==> config.mk <==
export PLATFORM = sky130hd
export DESIGN_NAME = alu_pipe
export DESIGN_NICKNAME = d
export VERILOG_FILES = /design/src/rtl/alu_pkg.sv /design/src/rtl/alu_core.sv /design/src/rtl/alu_pipe.sv
export SDC_FILE = /design/constraint.sdc
export NUM_CORES = 1
export LEC_CHECK = 0
export BUFFER_PORTS_ARGS = -buffer_cell sky130_fd_sc_hd__buf_2
export CAP_MARGIN = 20
export CORE_MARGIN = 1
export CORE_UTILIZATION = 42
export DETAILED_ROUTE_END_ITERATION = 10
export HOLD_SLACK_MARGIN = 0.03
export PLACE_DENSITY = 0.67
export SKIP_LAST_GASP = 1
export SLEW_MARGIN = 40
export SYNTH_ARGS = -nofsm -noshare
export SYNTH_HDL_FRONTEND = slang
export SYNTH_SLANG_ARGS = --single-unit
export TNS_END_PERCENT = 10
==> constraint.sdc <==
create_clock -name clk -period 6.8 [get_ports clk]
set_input_delay 0 -clock clk [delete_from_list [all_inputs] [get_ports clk]]
set_output_delay 0 -clock clk [all_outputs]
set_load 0.005 [all_outputs]
==> src/rtl/alu_pkg.sv <==
// Shared definitions for the pipelined ALU: opcode encoding and the
// opcode classification helpers used by both the datapath and the
// carry-chain bookkeeping in the pipeline stage.
package alu_pkg;

  localparam int OP_W = 4;

  typedef enum logic [OP_W-1:0] {
    OP_ADD = 4'd0,
    OP_SUB = 4'd1,
    OP_AND = 4'd2,
    OP_OR  = 4'd3,
    OP_XOR = 4'd4,
    OP_NOT = 4'd5,
    OP_SHL = 4'd6,
    OP_SHR = 4'd7,
    OP_ADC = 4'd8,
    OP_SBC = 4'd9,
    OP_ASR = 4'd10
  } op_e;

  // Add/subtract family: the only ops that can raise signed overflow.
  function automatic logic is_arith(input logic [OP_W-1:0] op);
    case (op)
      OP_ADD, OP_SUB, OP_ADC, OP_SBC: return 1'b1;
      default:                        return 1'b0;
    endcase
  endfunction

  // Shift family: carry is the last bit pushed out of the operand.
  function automatic logic is_shift(input logic [OP_W-1:0] op);
    case (op)
      OP_SHL, OP_SHR, OP_ASR: return 1'b1;
      default:                return 1'b0;
    endcase
  endfunction

  // Ops whose carry output is written into the persistent carry flag.
  function automatic logic updates_carry(input logic [OP_W-1:0] op);
    return is_arith(op) | is_shift(op);
  endfunction

  // Ops that consume the stored carry flag as carry/borrow-in.
  function automatic logic uses_cin(input logic [OP_W-1:0] op);
    case (op)
      OP_ADC, OP_SBC: return 1'b1;
      default:        return 1'b0;
    endcase
  endfunction

  // Opcodes 11..15 are unassigned and flagged as errors.
  function automatic logic is_reserved(input logic [OP_W-1:0] op);
    return (op > OP_ASR);
  endfunction

endpackage

==> src/rtl/alu_core.sv <==
// Purely combinational ALU datapath. Produces the WIDTH-bit result plus
// carry/borrow, signed overflow and the reserved-opcode error indication.
// zero/neg are derived from the result by the pipeline stage.
module alu_core
  import alu_pkg::*;
#(
  parameter int WIDTH = 8,
  parameter int SHW   = $clog2(WIDTH)
) (
  input  logic [WIDTH-1:0] a,
  input  logic [WIDTH-1:0] b,
  input  logic [OP_W-1:0]  op,
  input  logic             cin,
  output logic [WIDTH-1:0] result,
  output logic             carry,
  output logic             ovf,
  output logic             err
);

  logic [SHW-1:0] amt_s;
  logic           cin_eff_s;
  logic [WIDTH:0] sum_s;
  logic [WIDTH:0] diff_s;
  logic [WIDTH:0] shl_s;
  logic [WIDTH:0] shr_s;
  logic [WIDTH:0] asr_s;
  logic           add_ovf_s;
  logic           sub_ovf_s;

  assign amt_s     = b[SHW-1:0];
  // ADD/SUB ignore the stored carry; only ADC/SBC chain through it.
  assign cin_eff_s = uses_cin(op) ? cin : 1'b0;

  // One extra bit on every intermediate captures carry-out, borrow-out
  // or the last bit shifted out, so no separate carry logic is needed.
  assign sum_s  = {1'b0, a} + {1'b0, b} + {{WIDTH{1'b0}}, cin_eff_s};
  assign diff_s = {1'b0, a} - {1'b0, b} - {{WIDTH{1'b0}}, cin_eff_s};
  // Left shift: bit WIDTH holds the last bit out (0 when amount is 0).
  assign shl_s  = {1'b0, a} << amt_s;
  // Right shifts: a guard bit below the LSB catches the last bit out.
  assign shr_s  = {a, 1'b0} >> amt_s;
  assign asr_s  = $signed({a, 1'b0}) >>> amt_s;

  // Signed overflow: operands agree in sign (add) or differ (subtract)
  // and the result sign departs from operand A. Holds with carry-in too.
  assign add_ovf_s = (a[WIDTH-1] == b[WIDTH-1]) && (sum_s[WIDTH-1]  != a[WIDTH-1]);
  assign sub_ovf_s = (a[WIDTH-1] != b[WIDTH-1]) && (diff_s[WIDTH-1] != a[WIDTH-1]);

  // Opcode decode selecting result and flags.
  always_comb begin
    result = {WIDTH{1'b0}};
    carry  = 1'b0;
    ovf    = 1'b0;
    err    = 1'b0;
    case (op)
      OP_ADD, OP_ADC: begin
        result = sum_s[WIDTH-1:0];
        carry  = sum_s[WIDTH];
        ovf    = add_ovf_s;
      end
      OP_SUB, OP_SBC: begin
        result = diff_s[WIDTH-1:0];
        carry  = diff_s[WIDTH];
        ovf    = sub_ovf_s;
      end
      OP_AND: result = a & b;
      OP_OR:  result = a | b;
      OP_XOR: result = a ^ b;
      OP_NOT: result = ~a;
      OP_SHL: begin
        result = shl_s[WIDTH-1:0];
        carry  = shl_s[WIDTH];
      end
      OP_SHR: begin
        result = shr_s[WIDTH:1];
        carry  = shr_s[0];
      end
      OP_ASR: begin
        result = asr_s[WIDTH:1];
        carry  = asr_s[0];
      end
      default: begin
        result = {WIDTH{1'b0}};
        err    = 1'b1;
      end
    endcase
  end

endmodule

==> src/rtl/alu_pipe.sv <==
// Registered ALU stage with valid/ready on both sides and a persistent
// carry flag for chaining WIDTH-bit slices into wider arithmetic.
// One op per cycle; results appear the cycle after acceptance and are
// held until the consumer takes them.
module alu_pipe
  import alu_pkg::*;
#(
  parameter int WIDTH = 8
) (
  input  logic             clk,
  input  logic             rst,
  input  logic             in_valid,
  output logic             in_ready,
  input  logic [OP_W-1:0]  op,
  input  logic [WIDTH-1:0] a,
  input  logic [WIDTH-1:0] b,
  input  logic             carry_clr,
  output logic             out_valid,
  input  logic             out_ready,
  output logic [WIDTH-1:0] result,
  output logic             carry,
  output logic             zero,
  output logic             neg,
  output logic             ovf,
  output logic             err,
  output logic             cflag
);

  localparam int SHW = $clog2(WIDTH);

  logic             accept_s;
  logic             drain_s;
  logic             cin_s;
  logic [WIDTH-1:0] core_result_s;
  logic             core_carry_s;
  logic             core_ovf_s;
  logic             core_err_s;

  logic             out_valid_r;
  logic [WIDTH-1:0] result_r;
  logic             carry_r;
  logic             zero_r;
  logic             neg_r;
  logic             ovf_r;
  logic             err_r;
  logic             cflag_r;

  // Ready depends only on the output register and the consumer, never on
  // in_valid, so upstream logic cannot form a combinational loop.
  assign in_ready = !out_valid_r || out_ready;
  assign accept_s = in_valid && in_ready;
  assign drain_s  = out_valid_r && out_ready;

  // A clear arriving with an op forces that op's carry-in to zero.
  assign cin_s = carry_clr ? 1'b0 : cflag_r;

  alu_core #(
    .WIDTH (WIDTH),
    .SHW   (SHW)
  ) u_core (
    .a      (a),
    .b      (b),
    .op     (op),
    .cin    (cin_s),
    .result (core_result_s),
    .carry  (core_carry_s),
    .ovf    (core_ovf_s),
    .err    (core_err_s)
  );

  // Output register: load on accept, release on drain, otherwise hold.
  always_ff @(posedge clk) begin
    if (rst) begin
      out_valid_r <= 1'b0;
      result_r    <= {WIDTH{1'b0}};
      carry_r     <= 1'b0;
      zero_r      <= 1'b0;
      neg_r       <= 1'b0;
      ovf_r       <= 1'b0;
      err_r       <= 1'b0;
    end else if (accept_s) begin
      out_valid_r <= 1'b1;
      result_r    <= core_result_s;
      carry_r     <= core_carry_s;
      zero_r      <= (core_result_s == {WIDTH{1'b0}});
      neg_r       <= core_result_s[WIDTH-1];
      ovf_r       <= core_ovf_s;
      err_r       <= core_err_s;
    end else if (drain_s) begin
      out_valid_r <= 1'b0;
    end else begin
      out_valid_r <= out_valid_r;
    end
  end

  // Carry chain state: an accepted carry-producing op wins over a clear.
  always_ff @(posedge clk) begin
    if (rst) begin
      cflag_r <= 1'b0;
    end else if (accept_s && updates_carry(op)) begin
      cflag_r <= core_carry_s;
    end else if (carry_clr) begin
      cflag_r <= 1'b0;
    end else begin
      cflag_r <= cflag_r;
    end
  end

  assign out_valid = out_valid_r;
  assign result    = result_r;
  assign carry     = carry_r;
  assign zero      = zero_r;
  assign neg       = neg_r;
  assign ovf       = ovf_r;
  assign err       = err_r;
  assign cflag     = cflag_r;

endmodule

==> results of run 1 <==
==> path summary, 6_finish.rpt <==
kind | to | from | depth (start not counted)
max | zero | cflag | 11
min | out_valid | out_ready | 3
max reg2reg | zero | cflag | 11
min reg2reg | zero | zero | 2
==> per-stage QoR <==
step / total power, mW / hold slack, ns / utilization
after global routing: 0.3930 / 0.1081 / 0.4856
after detailed placement: 0.2826 / 0.2610 / 0.4737
after floorplan: 0.2315 / 0.07214 / -
final: 0.3671 / 0.09075 / 0.4856
after CTS: 0.3647 / 0.08964 / 0.4845
after global placement: 0.2813 / 0.2532 / 0.4722
==> layout make-up <==
cell class,instances,share of cell area
Inverter,29,0.03742
Timing Repair Buffer,42,0.07484
Tap cell,75,0.03226
Clock buffer,4,0.01892
Multi-Input combinational cell,291,0.7402
Sequential cell,14,0.09634
==> state kept, by name, summed over array words and instances (netlist names) <==
signal	count
err	1
carry	1
ovf	1
result	8
cflag	1
out_valid	1
zero	1
==> per-layer routing <==
layer | vias up | global-route usage | wire, microns
li1 | 1349 | - | -
met5 | - | 0 | 0
met4 | 0 | 0.1143 | 350
met2 | 131 | 0.4000 | 3503
met1 | 1286 | 0.3210 | 3637
met3 | 23 | 0.01798 | 474
==> cell usage in the layout, fill, tap and decap left out, drive strengths merged, types with 3 or more instances in the layout <==
cell type and n:
a211oi 15, a21o 3, a21oi 22, a31oi 4, and3 3, buf 41
clkbuf 4, dfxtp 14, fa 4, ha 31, inv 28, mux2 5
mux2i 10, mux4 4, nand2 32, nand2b 8, nand3 9, nor2 37
nor2b 4, nor3 12, nor3b 4, nor4 4, o2111a 4, o211ai 5
o21ai 15, o221ai 3, o22ai 3, o31ai 3, or3 5, xnor2 6
xor2 4
==> worst min-delay path, stage by stage <==
cell and delay [ns]:
sky130_fd_sc_hd__buf_2 0.07, sky130_fd_sc_hd__nand2b_1 0.14, sky130_fd_sc_hd__a21oi_1 0.08
==> power by group through the flow <==
stage               Combinational, mW  Clock (mW)  Sequential, mW
finish                          0.196      0.0807          0.0906
global route                    0.215      0.0865          0.0914
CTS                             0.192      0.0819          0.0907
detailed placement              0.190           0          0.0925
global placement                0.189           0          0.0921
floorplan                       0.139           0          0.0930
==> cell families (layout without fill, tap and decap cells) <==
family                     after synthesis  in the layout  share of synthesized area
muxes                                   19             19                    0.09377
DFF                                     14             14                     0.1066
adders and majority gates               35             35                     0.1780
AOI/OAI and AO/OA                       96             96                     0.2537
xor gates and xnor gates                10             10                    0.03332
buffers and inverters                   50             75                    0.08234
and+or+nand+nor                        131            131                     0.2523
==> timing repair <==
| item | 4_1_cts | 5_1_grt |
|---|---|---|
| hold endpoints to repair | 1 | 0 |
| hold buffers | 1 | 0 |
| buffers inserted | 0 | 0 |
==> impl_metrics.xml, run 1 <==
<?xml version="1.0" encoding="UTF-8"?>
<metrics>
  <group name="logic_synthesis">
    <metric name="syn_avg_cell_area" unit="sq um">7.405</metric>
    <metric name="synth.top_cells.by_count" unit="">36 x sky130_fd_sc_hd__nor2_1, 32 x sky130_fd_sc_hd__nand2_1, 31 x sky130_fd_sc_hd__ha_1</metric>
    <metric name="synth.most_common_cell" unit="">sky130_fd_sc_hd__nor2_1</metric>
    <metric name="synth_sequential_area_ratio" unit="">0.1066</metric>
    <metric name="flip_flop_and_latch_count_after_synthesis" unit="">14</metric>
    <metric name="synth_enable_flop_cells" unit="">0</metric>
    <metric name="synth.net_count" unit="">415</metric>
    <metric name="netlist_area" unit="sq mm">0.002629</metric>
    <metric name="synth-main-ff-cell" unit="">sky130_fd_sc_hd__dfxtp_1</metric>
    <metric name="synth_async_sr_flop_share" unit="">0</metric>
    <metric name="syn-instance-count" unit="">355</metric>
    <metric name="post_synth_num_cell_types" unit="">61</metric>
    <metric name="synth_top_area_cell" unit="">sky130_fd_sc_hd__ha_1</metric>
    <metric name="synth-warning-count" unit="">0</metric>
    <metric name="area_fraction_of_the_dominant_cell_type_after_synthesis" unit="">0.1475</metric>
    <metric name="synth.top_cells.by_area" unit="">sky130_fd_sc_hd__ha_1 15%, sky130_fd_sc_hd__dfxtp_1 11%, sky130_fd_sc_hd__nor2_1 5.1%, sky130_fd_sc_hd__nand2_1 4.6%, sky130_fd_sc_hd__a211oi_1 4.3%</metric>
  </group>
  <group name="placed_design">
    <metric name="globalplace.congestion" unit="">0.9984</metric>
    <metric name="detailed_place_hpwl" unit="microns">6231</metric>
    <metric name="post_dp_cell_area" unit="sq mm">0.002838</metric>
    <metric name="placed_cells_incl_taps" unit="">450</metric>
    <metric name="io_buffers" unit="">40</metric>
    <metric name="place_ws" unit="ns">3.499</metric>
  </group>
  <group name="grt">
    <metric name="number_of_global_route_vias_before_repair" unit="">2461</metric>
    <metric name="global_route.overflow_total" unit="">0</metric>
    <metric name="grt_pass1_wl" unit="microns">12320</metric>
    <metric name="grtUsageTotal" unit="">0.2434</metric>
    <metric name="antenna_found_initial" unit="">0</metric>
    <metric name="grt_max_degree" unit="">29</metric>
  </group>
  <group name="layout">
    <metric name="antenna_cells_inserted" unit="">0</metric>
    <metric name="fin_area" unit="sq mm">0.002909</metric>
    <metric name="finalNonFillerCells" unit="">455</metric>
    <metric name="nNetsFinal" unit="">441</metric>
    <metric name="multiInputGateArea" unit="sq mm">0.002153</metric>
    <metric name="synthToLayoutAreaGrowth" unit="%">10.66</metric>
    <metric name="final_layout_size_suffix_gt1_frac" unit="">0.1605</metric>
    <metric name="n_fill_cell" unit="">595</metric>
    <metric name="sequential_cell_area" unit="sq um">280.3</metric>
  </group>
  <group name="sta">
    <metric name="grt_setup_unrepaired" unit="">no</metric>
    <metric name="timing_worst_slew_pin_value" unit="ns">0.6584</metric>
    <metric name="max_slew_margin" unit="">0.5577</metric>
    <metric name="fin_setup_tns" unit="ns">0</metric>
    <metric name="setup_viol_count_final" unit="">0</metric>
    <metric name="maxClockFrequency" unit="GHz">0.3058</metric>
    <metric name="layout_worst_path_cycle_share" unit="">0.4809</metric>
    <metric name="finClkSkew" unit="ns">0.0008678</metric>
    <metric name="final_hold_viol_count" unit="">0</metric>
    <metric name="slew_viol_final" unit="">0</metric>
    <metric name="finalWorstSetupSlack" unit="ns">3.530</metric>
    <metric name="period_needed" unit="ns">3.270</metric>
  </group>
  <group name="worst_setup_path">
    <metric name="end_kind" unit="">register</metric>
    <metric name="cp_data_arrival_time" unit="ns">3.46</metric>
    <metric name="critPathBufInv" unit="">0</metric>
    <metric name="cp.required" unit="ns">6.98</metric>
    <metric name="critical_path.startpoint_type" unit="">register</metric>
    <metric name="crit_path_cell_trace" unit="">nand2b_1 &gt; or3_1 &gt; fa_1 &gt; ha_1 &gt; a211oi_1 &gt; xor2_1 &gt; o2111ai_1 &gt; nor4_1 &gt; nand3b_1 &gt; or4_1 &gt; o21ai_1</metric>
    <metric name="critical_path.slowest_cell" unit="">sky130_fd_sc_hd__fa_1</metric>
    <metric name="critical-path-max-stage-delay" unit="ns">0.43</metric>
    <metric name="critical_path_peak_fanout" unit="">2</metric>
    <metric name="timing.setup.critical_path_class" unit="">register to register</metric>
    <metric name="cell_class_contributing_the_biggest_share_of_worst_path_delay" unit="">simple AND/OR/NAND/NOR gates</metric>
    <metric name="reg2reg_slack" unit="ns">3.53</metric>
  </group>
  <group name="cts">
    <metric name="cts.reportedPaths.clkPinSlew" unit="ns">0.06</metric>
    <metric name="clockRootBuffer" unit="">sky130_fd_sc_hd__clkbuf_8</metric>
    <metric name="clock-sinks" unit="">14</metric>
    <metric name="tritoncts" unit="">built</metric>
    <metric name="cells_resized_by_post_cts_repair" unit="">0</metric>
    <metric name="clk-insertion-delay-late" unit="ns">0.25</metric>
    <metric name="cts-buffers-inserted" unit="">3</metric>
    <metric name="htreeDepth" unit="">1</metric>
    <metric name="clockBufferDepth" unit="">2</metric>
  </group>
  <group name="detailed_routing">
    <metric name="dr.pass1.iters" unit="">5</metric>
    <metric name="drt_iter0_drc" unit="">252</metric>
    <metric name="viasPerCell" unit="">6.130</metric>
    <metric name="drt-wirelength-per-cell" unit="microns">17.51</metric>
    <metric name="wirelength" unit="microns">7966</metric>
    <metric name="routed-via-count" unit="">2789</metric>
    <metric name="drcViolationCount" unit="">0</metric>
    <metric name="antenna_violating_nets_post_route" unit="">0</metric>
  </group>
  <group name="power_and_ir_drop">
    <metric name="power_density" unit="mW/mm^2">126.2</metric>
    <metric name="total_switching_power" unit="uW">147.4</metric>
    <metric name="power.ir.vdd_worst" unit="mV">0.1069</metric>
    <metric name="power.share.switching" unit="">0.4016</metric>
    <metric name="power_frac_clock" unit="">0.220</metric>
    <metric name="comb_power_share" unit="">0.533</metric>
    <metric name="total_leakage_power" unit="nW">1.285</metric>
    <metric name="pwr-share-seq" unit="">0.247</metric>
    <metric name="cell_internal_pwr" unit="uW">219.7</metric>
  </group>
  <group name="status">
    <metric name="outcome" unit="">finished, final reports clean</metric>
  </group>
  <group name="die">
    <metric name="ios" unit="">41</metric>
    <metric name="die_h" unit="microns">81.12</metric>
    <metric name="floorplan.initialDensity" unit="">0.4388</metric>
    <metric name="floorplan.die_area" unit="sq mm">0.006580</metric>
    <metric name="chipWidth" unit="microns">81.12</metric>
    <metric name="rows" unit="">28</metric>
    <metric name="coreArea" unit="sq mm">0.005991</metric>
  </group>
  <group name="job">
    <metric name="maxCapViolations" unit="">0</metric>
  </group>
  <group name="hold_path">
    <metric name="hold_path.class" unit="">primary input to register</metric>
  </group>
</metrics>
(Power assumes the default switching activity.)
==> run 2, diff against run 1 <==
Settings changed: ABC_AREA from default to 1.
Clock period 6.8 ns to 3.4 ns, I/O delays scaled along.
==> run 2 against run 1 <==
The run now ends with design-rule violations left; worst setup slack lost 2.7 ns; fmax grew 28%; wire length grew 18%; sequential share of layout area shrank 0.64 points; combinational power grew 110%; synthesized area grew 8.0%; die area grew 7.8%; worst hold slack lost 0.027 ns; register-to-register slack lost 2.7 ns; largest cell class unchanged; highest routed layer unchanged.
==> impl_metrics.xml, run 2 <==
<?xml version="1.0" encoding="UTF-8"?>
<metrics>
  <group name="status">
    <metric name="outcome" unit="">finished with violations</metric>
    <metric name="failed_checks" unit="">design-rule violations</metric>
  </group>
  <group name="logic_synthesis">
    <metric name="synth_top_area_cell" unit="">sky130_fd_sc_hd__nand2_1</metric>
    <metric name="synth_async_sr_flop_share" unit="">0</metric>
    <metric name="synth.most_common_cell" unit="">sky130_fd_sc_hd__nand2_1</metric>
    <metric name="netlist_area" unit="sq mm">0.002839</metric>
    <metric name="synth-main-ff-cell" unit="">sky130_fd_sc_hd__dfxtp_1</metric>
    <metric name="syn_avg_cell_area" unit="sq um">5.545</metric>
    <metric name="synth.top_cells.by_count" unit="">170 x sky130_fd_sc_hd__nand2_1, 64 x sky130_fd_sc_hd__inv_1, 55 x sky130_fd_sc_hd__nand3_1</metric>
    <metric name="synth.top_cells.by_area" unit="">sky130_fd_sc_hd__nand2_1 22%, sky130_fd_sc_hd__ha_1 14%, sky130_fd_sc_hd__dfxtp_1 9.9%, sky130_fd_sc_hd__nand3_1 9.7%, sky130_fd_sc_hd__inv_1 8.5%</metric>
    <metric name="synth_enable_flop_cells" unit="">0</metric>
    <metric name="area_fraction_of_the_dominant_cell_type_after_synthesis" unit="">0.2248</metric>
    <metric name="flip_flop_and_latch_count_after_synthesis" unit="">14</metric>
    <metric name="syn-instance-count" unit="">512</metric>
    <metric name="post_synth_num_cell_types" unit="">36</metric>
    <metric name="synth.net_count" unit="">572</metric>
    <metric name="synth_sequential_area_ratio" unit="">0.09872</metric>
    <metric name="synth-warning-count" unit="">0</metric>
  </group>
  <group name="layout">
    <metric name="layout_common_cells" unit="">170 x sky130_fd_sc_hd__nand2_1, 64 x sky130_fd_sc_hd__inv_1, 55 x sky130_fd_sc_hd__nand3_1</metric>
    <metric name="max_reg_flops" unit="">8</metric>
    <metric name="nNetsFinal" unit="">606</metric>
    <metric name="synthToLayoutAreaGrowth" unit="%">9.784</metric>
    <metric name="final_layout_size_suffix_gt1_frac" unit="">0.1415</metric>
    <metric name="antenna_cells_inserted" unit="">0</metric>
    <metric name="mostFrequentLayoutCell" unit="">sky130_fd_sc_hd__nand2_1</metric>
  </group>
  <group name="sta">
    <metric name="setup_viol_count_final" unit="">0</metric>
    <metric name="slew_viol_final" unit="">0</metric>
    <metric name="max_slew_margin" unit="">0.6513</metric>
    <metric name="fin_setup_tns" unit="ns">0</metric>
    <metric name="period_needed" unit="ns">2.555</metric>
    <metric name="finalWorstSetupSlack" unit="ns">0.8451</metric>
    <metric name="maxClockFrequency" unit="GHz">0.3914</metric>
    <metric name="final_hold_viol_count" unit="">0</metric>
    <metric name="timing_worst_slew_pin_value" unit="ns">0.5225</metric>
    <metric name="layout_worst_path_cycle_share" unit="">0.7514</metric>
    <metric name="grt_setup_unrepaired" unit="">no</metric>
    <metric name="finClkSkew" unit="ns">0.001190</metric>
  </group>
  <group name="die">
    <metric name="rows" unit="">29</metric>
    <metric name="coreArea" unit="sq mm">0.006422</metric>
    <metric name="chipWidth" unit="microns">84.22</metric>
    <metric name="ios" unit="">41</metric>
    <metric name="die_h" unit="microns">84.22</metric>
    <metric name="floorplan.initialDensity" unit="">0.4420</metric>
    <metric name="floorplan.die_area" unit="sq mm">0.007092</metric>
  </group>
  <group name="detailed_routing">
    <metric name="drt-wirelength-per-cell" unit="microns">15.14</metric>
    <metric name="antenna_violating_nets_post_route" unit="">0</metric>
    <metric name="routed-via-count" unit="">3426</metric>
    <metric name="dr.pass1.iters" unit="">8</metric>
    <metric name="drt_iter0_drc" unit="">389</metric>
    <metric name="wirelength" unit="microns">9399</metric>
    <metric name="drcViolationCount" unit="">2</metric>
    <metric name="viasPerCell" unit="">5.517</metric>
  </group>
  <group name="placed_design">
    <metric name="globalplace.congestion" unit="">0.9757</metric>
    <metric name="io_buffers" unit="">40</metric>
    <metric name="place_ws" unit="ns">0.8928</metric>
    <metric name="detailed_place_hpwl" unit="microns">7354</metric>
  </group>
  <group name="worst_setup_path">
    <metric name="end_kind" unit="">register</metric>
    <metric name="worst_path_most_repeated_cell" unit="">sky130_fd_sc_hd__nor2_1</metric>
    <metric name="timing.setup.critical_path_class" unit="">register to register</metric>
    <metric name="cell_class_contributing_the_biggest_share_of_worst_path_delay" unit="">simple AND/OR/NAND/NOR gates</metric>
    <metric name="crit_path_cell_trace" unit="">inv_1 &gt; nor2_1 &gt; nand3_1 &gt; inv_1 &gt; fa_1 &gt; ha_1 &gt; nor2_1 &gt; nor2_1 &gt; nand2_1 &gt; nand2_1 &gt; nor2_1 &gt; nand2_1 &gt; nor2_2 &gt; nand4_1 &gt; nor2_1 &gt; nand4_1 &gt; a21oi_1</metric>
    <metric name="cp.required" unit="ns">3.57</metric>
    <metric name="critical_path.slowest_cell" unit="">sky130_fd_sc_hd__fa_1</metric>
    <metric name="cp_data_arrival_time" unit="ns">2.73</metric>
    <metric name="critical_path_peak_fanout" unit="">3</metric>
    <metric name="critical_path.startpoint_type" unit="">register</metric>
    <metric name="critPathBufInv" unit="">2</metric>
    <metric name="critical-path-max-stage-delay" unit="ns">0.45</metric>
  </group>
  <group name="cts">
    <metric name="clock-sinks" unit="">14</metric>
    <metric name="cts.reportedPaths.clkPinSlew" unit="ns">0.05</metric>
    <metric name="tritoncts" unit="">built</metric>
    <metric name="post-cts-setup-buffers" unit="">0</metric>
    <metric name="clk-insertion-delay-late" unit="ns">0.24</metric>
    <metric name="clockRootBuffer" unit="">sky130_fd_sc_hd__clkbuf_8</metric>
    <metric name="htreeDepth" unit="">1</metric>
    <metric name="clockBufferDepth" unit="">2</metric>
    <metric name="cts-buffers-inserted" unit="">3</metric>
  </group>
  <group name="power_and_ir_drop">
    <metric name="power_density" unit="mW/mm^2">232.9</metric>
    <metric name="power.total" unit="uW">726.0</metric>
    <metric name="power.ir.vdd_worst" unit="mV">0.1909</metric>
    <metric name="total_leakage_power" unit="nW">1.792</metric>
  </group>
  <group name="grt">
    <metric name="number_of_global_route_vias_before_repair" unit="">3046</metric>
    <metric name="grtUsageTotal" unit="">0.2688</metric>
    <metric name="grt_max_degree" unit="">25</metric>
    <metric name="antenna_found_initial" unit="">0</metric>
    <metric name="global_route.overflow_total" unit="">0</metric>
    <metric name="grt_pass1_wl" unit="microns">15090</metric>
  </group>
  <group name="hold_path">
    <metric name="hold_path.class" unit="">primary input to register</metric>
  </group>
  <group name="job">
    <metric name="maxCapViolations" unit="">0</metric>
  </group>
</metrics>
==> run 2: worst paths after layout <==
path / endpoint / cells after the start / slack (ns) / from
setup / recovery: zero / 17 / 0.85 / cflag
hold / removal: out_valid / 4 / 0.06 / out_ready
setup reg to reg: zero / 17 / 0.85 / cflag
hold reg to reg: carry / 2 / 0.49 / carry
==> run 2: report_power, final <==
part	internal [mW]	switching (mW)
sequential	0.177	0.00588
combinational	0.138	0.271
clock	0.0784	0.0552
==> run 2: layout make-up <==
class                      count  area, sq um
clock buffer                   3        41.29
fill                         709         3306
inverter                      74        282.8
multi-input combinational    412         2206
sequential                    14        280.3
tap                           77        96.34
timing repair buffer          41        210.2
==> run 2: metrics by stage <==
step | cells | util | hold WS [ns] | cell area, sq um
after global routing | 621 | 0.4853 | 0.06374 | 3117
after detailed placement | 617 | 0.4773 | 0.2624 | 3065
after floorplan | 512 | - | 0.06907 | 2839
after global placement | 617 | 0.4773 | 0.2591 | 3065
final | 621 | 0.4853 | 0.06329 | 3117
after CTS | 621 | 0.4853 | 0.05213 | 3117
==> run 2: tightest hold or removal path, delay by kind of cell <==
kind | cells | cell delay (ns)
buffers and inverters | 2 | 0.10
and+or+nand+nor | 1 | 0.08
AOI/OAI and AO/OA | 1 | 0.07
==> run 2: logic make-up after synthesis <==
logic type / after synthesis / share of synthesized area
AO/OA/AOI/OAI: 46 / 0.09123
XOR/XNOR: 3 / 0.009257
adder cells (fa/ha/maj): 35 / 0.1648
buffers and inverters: 86 / 0.1243
flip-flops: 14 / 0.09872
AND/OR/NAND/NOR: 328 / 0.5117
==> run 2: what timing repair did <==
item,CTS,global route
setup endpoints to repair,0,0
hold endpoints to repair,4,0
gates resized for setup,0,0
hold buffers,1,0
==> run 2: routing by layer <==
layer / wire, microns / global-route usage
met1: 4077 / 0.3776
met2: 4169 / 0.4344
met3: 925 / 0.04130
met4: 227 / 0.05799
met5: 0 / 0
==> run 3, diff against run 2 <==
Clock period 3.4 ns to 2.5 ns, I/O delays scaled along.
==> run 3 against run 2 <==
The run still ends with design-rule violations left; clock skew up 0.0042 ns; sequential share of layout area down 0.38 points; total power up 46%; via count rose by 1.7%; sequential power grew 36%; fmax rose by 4.4%; worst hold slack lost 0.015 ns; worst setup slack worse by 0.79 ns; final cell count rose by 1.8%; design area up 4.9%; sequential cell count unchanged; first-iteration DRC count decreased by 31%; highest routed layer unchanged.
==> impl_metrics.xml, run 3 (same netlist as run 2, synthesis figures left out) <==
<?xml version="1.0" encoding="UTF-8"?>
<metrics>
  <group name="layout">
    <metric name="max_reg_flops" unit="">8</metric>
    <metric name="n_fill_cell" unit="">695</metric>
    <metric name="post-route-util" unit="">0.5093</metric>
    <metric name="finalNonFillerCells" unit="">632</metric>
    <metric name="mostFrequentLayoutCell" unit="">sky130_fd_sc_hd__nand2_1</metric>
    <metric name="antenna_cells_inserted" unit="">0</metric>
    <metric name="synthToLayoutAreaGrowth" unit="%">15.21</metric>
    <metric name="final_layout_size_suffix_gt1_frac" unit="">0.1838</metric>
    <metric name="nNetsFinal" unit="">616</metric>
    <metric name="layout_common_cells" unit="">169 x sky130_fd_sc_hd__nand2_1, 62 x sky130_fd_sc_hd__inv_1, 53 x sky130_fd_sc_hd__nand3_1</metric>
  </group>
  <group name="worst_setup_path">
    <metric name="end_kind" unit="">register</metric>
    <metric name="critical_path.reg2reg.startpoint" unit="">cflag</metric>
    <metric name="crit_start" unit="">cflag</metric>
    <metric name="timing.setup.critical_path_class" unit="">register to register</metric>
    <metric name="crit_cells" unit="">18</metric>
    <metric name="crit_path_cell_trace" unit="">inv_2 &gt; nor2_4 &gt; nand3_4 &gt; inv_4 &gt; fa_2 &gt; ha_4 &gt; nand2_1 &gt; inv_1 &gt; nor2_1 &gt; nand2_1 &gt; nand2_1 &gt; nor2_1 &gt; nand2_1 &gt; nor2_2 &gt; nand4_1 &gt; nor2_1 &gt; nand4_1 &gt; a21oi_1</metric>
    <metric name="critPathBufInv" unit="">3</metric>
    <metric name="cell_class_contributing_the_biggest_share_of_worst_path_delay" unit="">simple AND/OR/NAND/NOR gates</metric>
    <metric name="cp_data_arrival_time" unit="ns">2.63</metric>
    <metric name="critical-path-max-stage-delay" unit="ns">0.46</metric>
    <metric name="worstRegToRegCells" unit="">18</metric>
    <metric name="cp.required" unit="ns">2.69</metric>
    <metric name="worst_path_most_repeated_cell" unit="">sky130_fd_sc_hd__nand2_1</metric>
    <metric name="critical_path.slowest_cell" unit="">sky130_fd_sc_hd__fa_2</metric>
    <metric name="reg2reg_slack" unit="ns">0.05</metric>
    <metric name="critical_path.startpoint_type" unit="">register</metric>
    <metric name="critical_path_peak_fanout" unit="">2</metric>
  </group>
  <group name="sta">
    <metric name="grt_setup_unrepaired" unit="">yes</metric>
    <metric name="layout_worst_path_cycle_share" unit="">0.9787</metric>
    <metric name="finClkSkew" unit="ns">0.005374</metric>
    <metric name="setup_viol_count_final" unit="">0</metric>
    <metric name="max_slew_margin" unit="">0.6269</metric>
    <metric name="final.hold.worst_slack" unit="ns">0.04856</metric>
    <metric name="final_hold_viol_count" unit="">0</metric>
    <metric name="timing_worst_slew_pin_value" unit="ns">0.5591</metric>
    <metric name="slew_viol_final" unit="">0</metric>
    <metric name="period_needed" unit="ns">2.447</metric>
    <metric name="maxClockFrequency" unit="GHz">0.4087</metric>
  </group>
  <group name="cts">
    <metric name="clk-insertion-delay-late" unit="ns">0.25</metric>
    <metric name="htreeDepth" unit="">1</metric>
    <metric name="clockRootBuffer" unit="">sky130_fd_sc_hd__clkbuf_8</metric>
    <metric name="clockBufferDepth" unit="">2</metric>
    <metric name="clock-sinks" unit="">14</metric>
    <metric name="cts.reportedPaths.clkPinSlew" unit="ns">0.06</metric>
    <metric name="cts-buffers-inserted" unit="">3</metric>
    <metric name="tritoncts" unit="">built</metric>
  </group>
  <group name="grt">
    <metric name="global_route.overflow_total" unit="">0</metric>
    <metric name="grt_util_met2" unit="">0.4471</metric>
    <metric name="global_route.peak_usage_layer" unit="">met2</metric>
    <metric name="grtUsageTotal" unit="">0.2816</metric>
    <metric name="grt_use_met3" unit="">0.03147</metric>
    <metric name="gr-usage-met1" unit="">0.4002</metric>
    <metric name="grt_pass1_wl" unit="microns">15670</metric>
    <metric name="antenna_found_initial" unit="">0</metric>
    <metric name="number_of_global_route_vias_before_repair" unit="">3155</metric>
    <metric name="grt_max_degree" unit="">25</metric>
  </group>
  <group name="detailed_routing">
    <metric name="antenna_violating_nets_post_route" unit="">0</metric>
    <metric name="dr.pass1.iters" unit="">8</metric>
    <metric name="drt-wirelength-per-cell" unit="microns">15.18</metric>
    <metric name="drcViolationCount" unit="">2</metric>
    <metric name="routed-via-count" unit="">3483</metric>
    <metric name="drt_iter0_drc" unit="">267</metric>
    <metric name="viasPerCell" unit="">5.511</metric>
    <metric name="wirelength" unit="microns">9591</metric>
  </group>
  <group name="status">
    <metric name="failed_checks" unit="">design-rule violations</metric>
    <metric name="outcome" unit="">finished with violations</metric>
  </group>
  <group name="die">
    <metric name="chipWidth" unit="microns">84.22</metric>
    <metric name="ios" unit="">41</metric>
    <metric name="coreArea" unit="sq mm">0.006422</metric>
    <metric name="rows" unit="">29</metric>
    <metric name="floorplan.initialDensity" unit="">0.4420</metric>
    <metric name="die_h" unit="microns">84.22</metric>
    <metric name="floorplan.die_area" unit="sq mm">0.007092</metric>
  </group>
  <group name="placed_design">
    <metric name="globalplace.congestion" unit="">0.9102</metric>
    <metric name="detailed_place_hpwl" unit="microns">7476</metric>
    <metric name="io_buffers" unit="">40</metric>
    <metric name="placed_cells_incl_taps" unit="">624</metric>
  </group>
  <group name="power_and_ir_drop">
    <metric name="power.ir.vdd_worst" unit="mV">0.2332</metric>
    <metric name="power_density" unit="mW/mm^2">324.3</metric>
    <metric name="total_leakage_power" unit="nW">1.846</metric>
    <metric name="power.total" unit="mW">1.061</metric>
  </group>
  <group name="job">
    <metric name="maxCapViolations" unit="">0</metric>
  </group>
  <group name="hold_path">
    <metric name="hold_path.class" unit="">primary input to register</metric>
    <metric name="timing.hold.worst_path_depth" unit="">4</metric>
    <metric name="min_from" unit="">out_ready</metric>
  </group>
</metrics>
-- run 3: cell count changes in the layout (fill, tap and decap cells not counted), sizes merged --
cell and delta:
clkbuf +1, buf +10
-- run 3: cell type report --
class                   instances  area, sq um  area share
clock buffers                   4        55.05     0.01683
inverters                      74        285.3     0.08722
multi-input cells             412         2267      0.6932
flip-flops and latches         14        281.5     0.08607
well taps                      77        96.34     0.02946
repair buffers                 51        285.3     0.08722
-- run 3: tightest hold or removal path, stage by stage --
cell and delay (ns):
sky130_fd_sc_hd__buf_2 0.07, sky130_fd_sc_hd__inv_1 0.03, sky130_fd_sc_hd__nand2_1 0.07, sky130_fd_sc_hd__a21oi_1 0.07
-- run 3: metal layers --
layer,up-vias,share of wire
li1,1715,-
met1,1569,0.43
met2,176,0.45
met3,23,0.10
met4,0,0.024
met5,-,0
-- run 3: power breakdown --
part	internal (mW)	switching, mW	leakage [nW]	total, mW
clock	0.140	0.0839	0.0288	0.224
combinational	0.208	0.379	1.70	0.588
sequential	0.241	0.00853	0.116	0.249
total	0.589	0.472	1.85	1.06
-- run 3: final timing paths --
check / to
hold reg to reg: carry
setup / recovery: zero
setup reg to reg: zero
hold / removal: out_valid
-- run 3: metrics by stage --
| step | setup TNS, ns | setup slack, ns | instance area, sq um |
|---|---|---|---|
| 2_1_floorplan | 0 | 0.2536 | 2839 |
| 3_3_place_gp | 0 | 0.05747 | 3118 |
| 3_5_place_dp | -0.004826 | -0.004826 | 3118 |
| 4_1_cts | 0 | 0.03244 | 3186 |
| 5_1_grt | -0.5299 | -0.1526 | 3271 |
| 6_report | 0 | 0.05332 | 3271 |
-- run 3: what timing repair did --
action	4_1_cts	5_1_grt
setup buffers	0	3
pin swaps	0	13
hold buffers	1	0
resized for setup	1	17
endpoints found under the hold margin	4	0
setup endpoints to repair	1	10
